### src/rtl/reaction_pkg.sv
// Shared types and width helpers for the reaction-timer game controller.
package reaction_pkg;

    typedef enum logic [2:0] {
        IDLE   = 3'd0,
        ARM    = 3'd1,
        WAIT   = 3'd2,
        GO     = 3'd3,
        RESULT = 3'd4,
        FAIL   = 3'd5
    } state_t;

    localparam int unsigned DEF_CLKS_PER_MS  = 50000;
    localparam int unsigned DEF_MAX_MS       = 3000;
    localparam int unsigned DEF_MAX_REACT_MS = 2000;

    function automatic int unsigned timer_w(input int unsigned max_ms);
        return (max_ms > 1) ? $clog2(max_ms) : 1;
    endfunction

    function automatic int unsigned react_w(input int unsigned max_react);
        return $clog2(max_react + 1);
    endfunction

    function automatic int unsigned presc_w(input int unsigned clks);
        return (clks > 1) ? $clog2(clks) : 1;
    endfunction

    localparam int unsigned DEF_TIMER_W = timer_w(DEF_MAX_MS);
    localparam int unsigned DEF_REACT_W = react_w(DEF_MAX_REACT_MS);

endpackage

### src/rtl/ms_tick_gen.sv
// Millisecond prescaler: counts 0..CLKS_PER_MS-1, tick on the wrap cycle.
module ms_tick_gen
    import reaction_pkg::*;
#(
    parameter int unsigned CLKS_PER_MS = DEF_CLKS_PER_MS
) (
    input  logic clk,
    input  logic reset,
    input  logic clear,
    output logic tick
);

    localparam int unsigned CW = presc_w(CLKS_PER_MS);

    logic [CW-1:0] count;

    assign tick = (count == CW'(CLKS_PER_MS - 1));

    always_ff @(posedge clk or negedge reset) begin
        if (!reset) begin
            count <= '0;
        end else if (clear || tick) begin
            count <= '0;
        end else begin
            count <= count + CW'(1);
        end
    end

endmodule

### src/rtl/reaction_controller.sv
// Reaction-timer game FSM: arms the countdown, lights GO, measures reaction.
module reaction_controller
    import reaction_pkg::*;
#(
    parameter int unsigned CLKS_PER_MS  = DEF_CLKS_PER_MS,
    parameter int unsigned MAX_MS       = DEF_MAX_MS,
    parameter int unsigned MAX_REACT_MS = DEF_MAX_REACT_MS
) (
    input  logic                               clk,
    input  logic                               reset,
    input  logic                               start,
    input  logic                               button,
    input  logic [timer_w(MAX_MS)-1:0]         timer_value,
    input  logic                               end_reached,
    output logic                               timer_reset,
    output logic                               timer_enable,
    output logic                               go_led,
    output logic [react_w(MAX_REACT_MS)-1:0]   reaction_ms,
    output logic                               result_valid,
    output logic                               false_start,
    output logic                               timeout,
    output logic [timer_w(MAX_MS)-1:0]         display_ms
);

    localparam int unsigned TW = timer_w(MAX_MS);
    localparam int unsigned RW = react_w(MAX_REACT_MS);

    state_t        state, state_n;
    logic          tick;
    logic          tr_n, te_n, go_n, valid_n, fs_n, to_n;
    logic [RW-1:0] react_n;
    logic [TW-1:0] disp_n;

    // Prescaler sits at zero outside GO so the first GO cycle counts from 0
    ms_tick_gen #(
        .CLKS_PER_MS(CLKS_PER_MS)
    ) u_tick (
        .clk  (clk),
        .reset(reset),
        .clear(state != GO),
        .tick (tick)
    );

    always_comb begin
        state_n = state;
        tr_n    = 1'b0;
        te_n    = 1'b0;
        go_n    = 1'b0;
        react_n = reaction_ms;
        valid_n = result_valid;
        fs_n    = false_start;
        to_n    = timeout;
        unique case (state)
            IDLE, RESULT, FAIL: begin
                if (start) begin
                    state_n = ARM;
                    tr_n    = 1'b1;
                    react_n = '0;
                    valid_n = 1'b0;
                    fs_n    = 1'b0;
                    to_n    = 1'b0;
                end
            end
            ARM: begin
                state_n = WAIT;
                te_n    = 1'b1;
            end
            WAIT: begin
                te_n = 1'b1;
                if (button) begin
                    state_n = FAIL;
                    fs_n    = 1'b1;
                    te_n    = 1'b0;
                end else if (end_reached) begin
                    state_n = GO;
                    te_n    = 1'b0;
                    go_n    = 1'b1;
                    react_n = '0;
                end
            end
            GO: begin
                go_n = 1'b1;
                // A press on a tick cycle wins and drops that tick
                if (button) begin
                    state_n = RESULT;
                    valid_n = 1'b1;
                    go_n    = 1'b0;
                end else if (tick) begin
                    if (reaction_ms == RW'(MAX_REACT_MS - 1)) begin
                        state_n = FAIL;
                        react_n = RW'(MAX_REACT_MS);
                        to_n    = 1'b1;
                        go_n    = 1'b0;
                    end else begin
                        react_n = reaction_ms + RW'(1);
                    end
                end
            end
            default: begin
                state_n = IDLE;
            end
        endcase
        disp_n = (state_n == WAIT) ? timer_value : TW'(react_n);
    end

    always_ff @(posedge clk or negedge reset) begin
        if (!reset) begin
            state        <= IDLE;
            timer_reset  <= 1'b0;
            timer_enable <= 1'b0;
            go_led       <= 1'b0;
            reaction_ms  <= '0;
            result_valid <= 1'b0;
            false_start  <= 1'b0;
            timeout      <= 1'b0;
            display_ms   <= '0;
        end else begin
            state        <= state_n;
            timer_reset  <= tr_n;
            timer_enable <= te_n;
            go_led       <= go_n;
            reaction_ms  <= react_n;
            result_valid <= valid_n;
            false_start  <= fs_n;
            timeout      <= to_n;
            display_ms   <= disp_n;
        end
    end

endmodule

### config.mk
export PLATFORM = sky130hd
export DESIGN_NAME = reaction_controller
export DESIGN_NICKNAME = d
export VERILOG_FILES = /design/src/rtl/reaction_pkg.sv /design/src/rtl/ms_tick_gen.sv /design/src/rtl/reaction_controller.sv
export SDC_FILE = /design/constraint.sdc
export NUM_CORES = 1
export LEC_CHECK = 0
export CORE_ASPECT_RATIO = 0.5
export CORE_MARGIN = 2
export CORE_UTILIZATION = 59
export DETAILED_ROUTE_END_ITERATION = 10
export DONT_BUFFER_PORTS = 1
export GPL_ROUTABILITY_DRIVEN = 0
export HOLD_SLACK_MARGIN = 0.08
export PLACE_DENSITY = 0.86
export SYNTH_ARGS = -nofsm -noshare
export SYNTH_HDL_FRONTEND = slang
export SYNTH_HIERARCHICAL = 1
export SYNTH_SLANG_ARGS = --single-unit
### constraint.sdc
create_clock -name clk -period 3.47 [get_ports clk]
set_input_delay 0.694 -clock clk [delete_from_list [all_inputs] [get_ports clk]]
set_output_delay 0.694 -clock clk [all_outputs]
set_load 0.01 [all_outputs]
==> summary.md <==
| Metric | Value |
|---|---|
| Status | complete, no violations |
| Die X | 94.9 um |
| Endpoints failing hold | 0 |
| Flop pwr share | 0.501 |
| Clk sinks | 48 |
| Setup Skew | about 11 ps |
| Dpl cells | 280 |
| Routed Antenna Nets | 0 |
| Final setup fails | 0 |
| Worst-Skew Late Latency | about 310 ps |
| Crit Path Class | flop to flop |
| Leak | between 1 and 1.5 nW |
| Worst flop-to-flop path endpoint | display_ms[10] |
| CTS clk-pin slew, worst paths | about 90 ps |
| Tot GR Track Use | 0.237 |
| Num CTS Buffers | 5 |
| Core Util, Final | 0.657 |
| RSZ-0062 raised after global routing | no |
| Routed len/inst | 18.1 um |
| Initial antenna violation count | 0 |
| DRC violations left | 0 |
| Yosys cell types | 58 |
| Max-cap viol count | 0 |
| Area contributors post-synth | dfrtp_1, mux2_2, xnor2_1 |
| Crit path max fanout | 8 |
| Pwr Total | about 1.6 mW |
| Worst min path class | input pin to async pin |
| Post-Layout Cell Count | between 200 and 300 |
| Worst reg2reg path depth | 7 |
| Top cell type by total area after synthesis | dfrtp_1 |
| Port bufs | 0 |
| Post-Syn Area | roughly 2400 um2 |
| Avg Vias per Cell | between 6 and 7 |
| Sequential share of the synthesized area | 0.493 |
| Fraction of layout cells with a size suffix above 1 | 0.111 |
| Nets | ~250 |
| Least-Margin Pin Slew | ~760 ps |
| CTS tree | built |
| DRT iter0 DRCs | between 150 and 200 |
| Synth async-reset ratio | 1.00 |
| Crit-path cells | or4b_1, nor4_2, nand2_1, or4_1, and2_0, o21ba_1, o31ai_2 |
| Die footprint | roughly 4700 um2 |
| Initial DRT Pass Iterations | 4 |
| Ant diodes | 0 |
| Fmax | roughly 0.33 GHz |
| Vias in the first global route | roughly 1.8k |
| Htree depth | 2 |
| Reg2Reg Launch Point | u_tick/count[4] |
| Io pins | 46 |
| Largest net degree at the start of global routing | 49 |
| CTS Buffer Depth | 2 |
| Layout overhead on the synthesized area | 5.80% |
| Hold Worst Slack | 224 ps |
| GR Overflow Total | 0 |
| Register bit total from synthesis | 48 |
| CP max stage delay | approximately 650 ps |
| Average size of a mapped cell | approximately 10 um2 |
| Dpl ws | between 500 and 600 ps |
| Synth warnings | 6 |
| Initial cell density of the core | 0.621 |
| WP data required | 3690 ps |
| Critical Path Start Type | flop |
| Relative slew slack | 0.494 |
| Main synth FF type | dfrtp_1 |
| Via Count | 1,849 |
| Core area | 3920 um2 |
| First-pass GRT wire length | 8710 um |
| Cells after synthesis | approximately 240 |
| R2R setup slack | ~480 ps |
| Net Count, Synth | 254 |
| Combinational share of power | 0.245 |
| Crit. End Element | flop |
| Sw power | 0.554 mW |
| Number of enable flip-flop cells after synthesis | 0 |
| Dpl cell area | about 2400 um2 |
| DP HPWL | about 3700 um |
| Cell-internal power | 1.03 mW |
| Setup tns final | 0 ps |
| Sw frac | 0.350 |
| Peak VDD IR | between 0.0004 and 0.0005 V |
| Final wirelength | ~5200 um |
| CTS resizes | 0 |
| Final period utilization | 0.863 |
| Clock power share | 0.255 |
| Fin worst setup slack | between 400 and 500 ps |
| Clk Tree Root Cell | clkbuf_8 |
| Most frequent cell after synthesis | dfrtp_1 |
| Setup Buffers After CTS | 0 |
| CP arrival | roughly 3200 ps |
| Most instantiated cells after synthesis | dfrtp_1, nor2_1, nand2_1 |
| Die height | about 49 um |
| Critical-path top delay cell | nor4_2 |
| FP Rows | 16 |
| Post-Layout Inst Area | 2580 um2 |
| Final max-slew violation count | 0 |
| Min Tclk post-route | about 3000 ps |
| Area share of the largest cell type after synthesis | 0.493 |
| PwrDens | 614 nW/um2 |
-- placed cells by master, fill, tap and decap left out, types with 3 or more instances in the layout --
master    instances
nor3_1            5
clkbuf_8          5
nand3_1           7
nand4_1           5
xnor2_1          12
a21oi_1           9
nor2_1           27
mux2_2           10
and2_1            4
nand2b_1          3
nand3b_1          3
nor4_1            4
inv_1             8
o21ai_0           5
a31oi_1           9
nand2_1          16
dfrtp_1          48
-- power groups by stage --
stage | Sequential (mW) | Clock (mW) | Combinational [mW]
floorplan | 0.757 | 0 | 0.351
global placement | 0.800 | 0 | 0.352
detailed placement | 0.804 | 0 | 0.370
CTS | 0.792 | 0.402 | 0.385
global route | 0.804 | 0.432 | 0.430
finish | 0.793 | 0.403 | 0.388
-- critical path: cells and delay by family (launching register included) --
family          cells  cell delay [ps]
compound gates      2              400
flops               1              420
simple gates        5             2080
-- worst max path at each step --
stage / start / to / cells past startpoint
3_5_place_dp: u_tick/count[4] / display_ms[10] / 7
5_1_grt: u_tick/count[0] / display_ms[10] / 8
6_report: u_tick/count[4] / display_ms[10] / 7
2_1_floorplan: u_tick/count[4] / display_ms[10] / 7
4_1_cts: u_tick/count[4] / display_ms[10] / 7
3_3_place_gp: u_tick/count[4] / display_ms[10] / 7
-- state kept, by name (all words and copies together) (netlist names) --
register      flops
u_tick/count     16
display_ms       12
reaction_ms      11
state             3
false_start       1
go_led            1
result_valid      1
timeout           1
timer_enable      1
timer_reset       1
-- repair_timing --
action	4_1_cts	5_1_grt
endpoints found under the setup margin	0	0
hold buffers	1	0
hold endpoints to repair	48	0
-- metal layers --
| metal | track usage | vias up | routed length, um |
|---|---|---|---|
| li1 | - | 850 | - |
| met1 | 0.337 | 901 | 2350 |
| met2 | 0.357 | 87 | 2440 |
| met3 | 0.0581 | 11 | 365 |
| met4 | 0.0821 | 0 | 74 |
| met5 | 0 | - | 0 |
-- final cells by class --
type                            instances  area [um2]
Clock buffer                            6        72.6
Sequential cell                        48        1200
Tap cell                               54        67.6
Multi-Input combinational cell        168        1130
Timing Repair Buffer                    2        35.0
Clock inverter                          2        35.0
Fill cell                             297        1350
Inverter                                9        33.8
-- kinds of logic after synthesis --
logic type / count (synthesis) / synth area share
AO/OA/AOI/OAI: 45 / 0.131
XOR/XNOR: 13 / 0.0467
adder cells (fa/ha/maj): 2 / 0.0103
buffers and inverters: 19 / 0.0421
flip-flops: 48 / 0.493
multiplexers: 13 / 0.0590
AND/OR/NAND/NOR: 95 / 0.218
(Power assumes the default switching activity.)
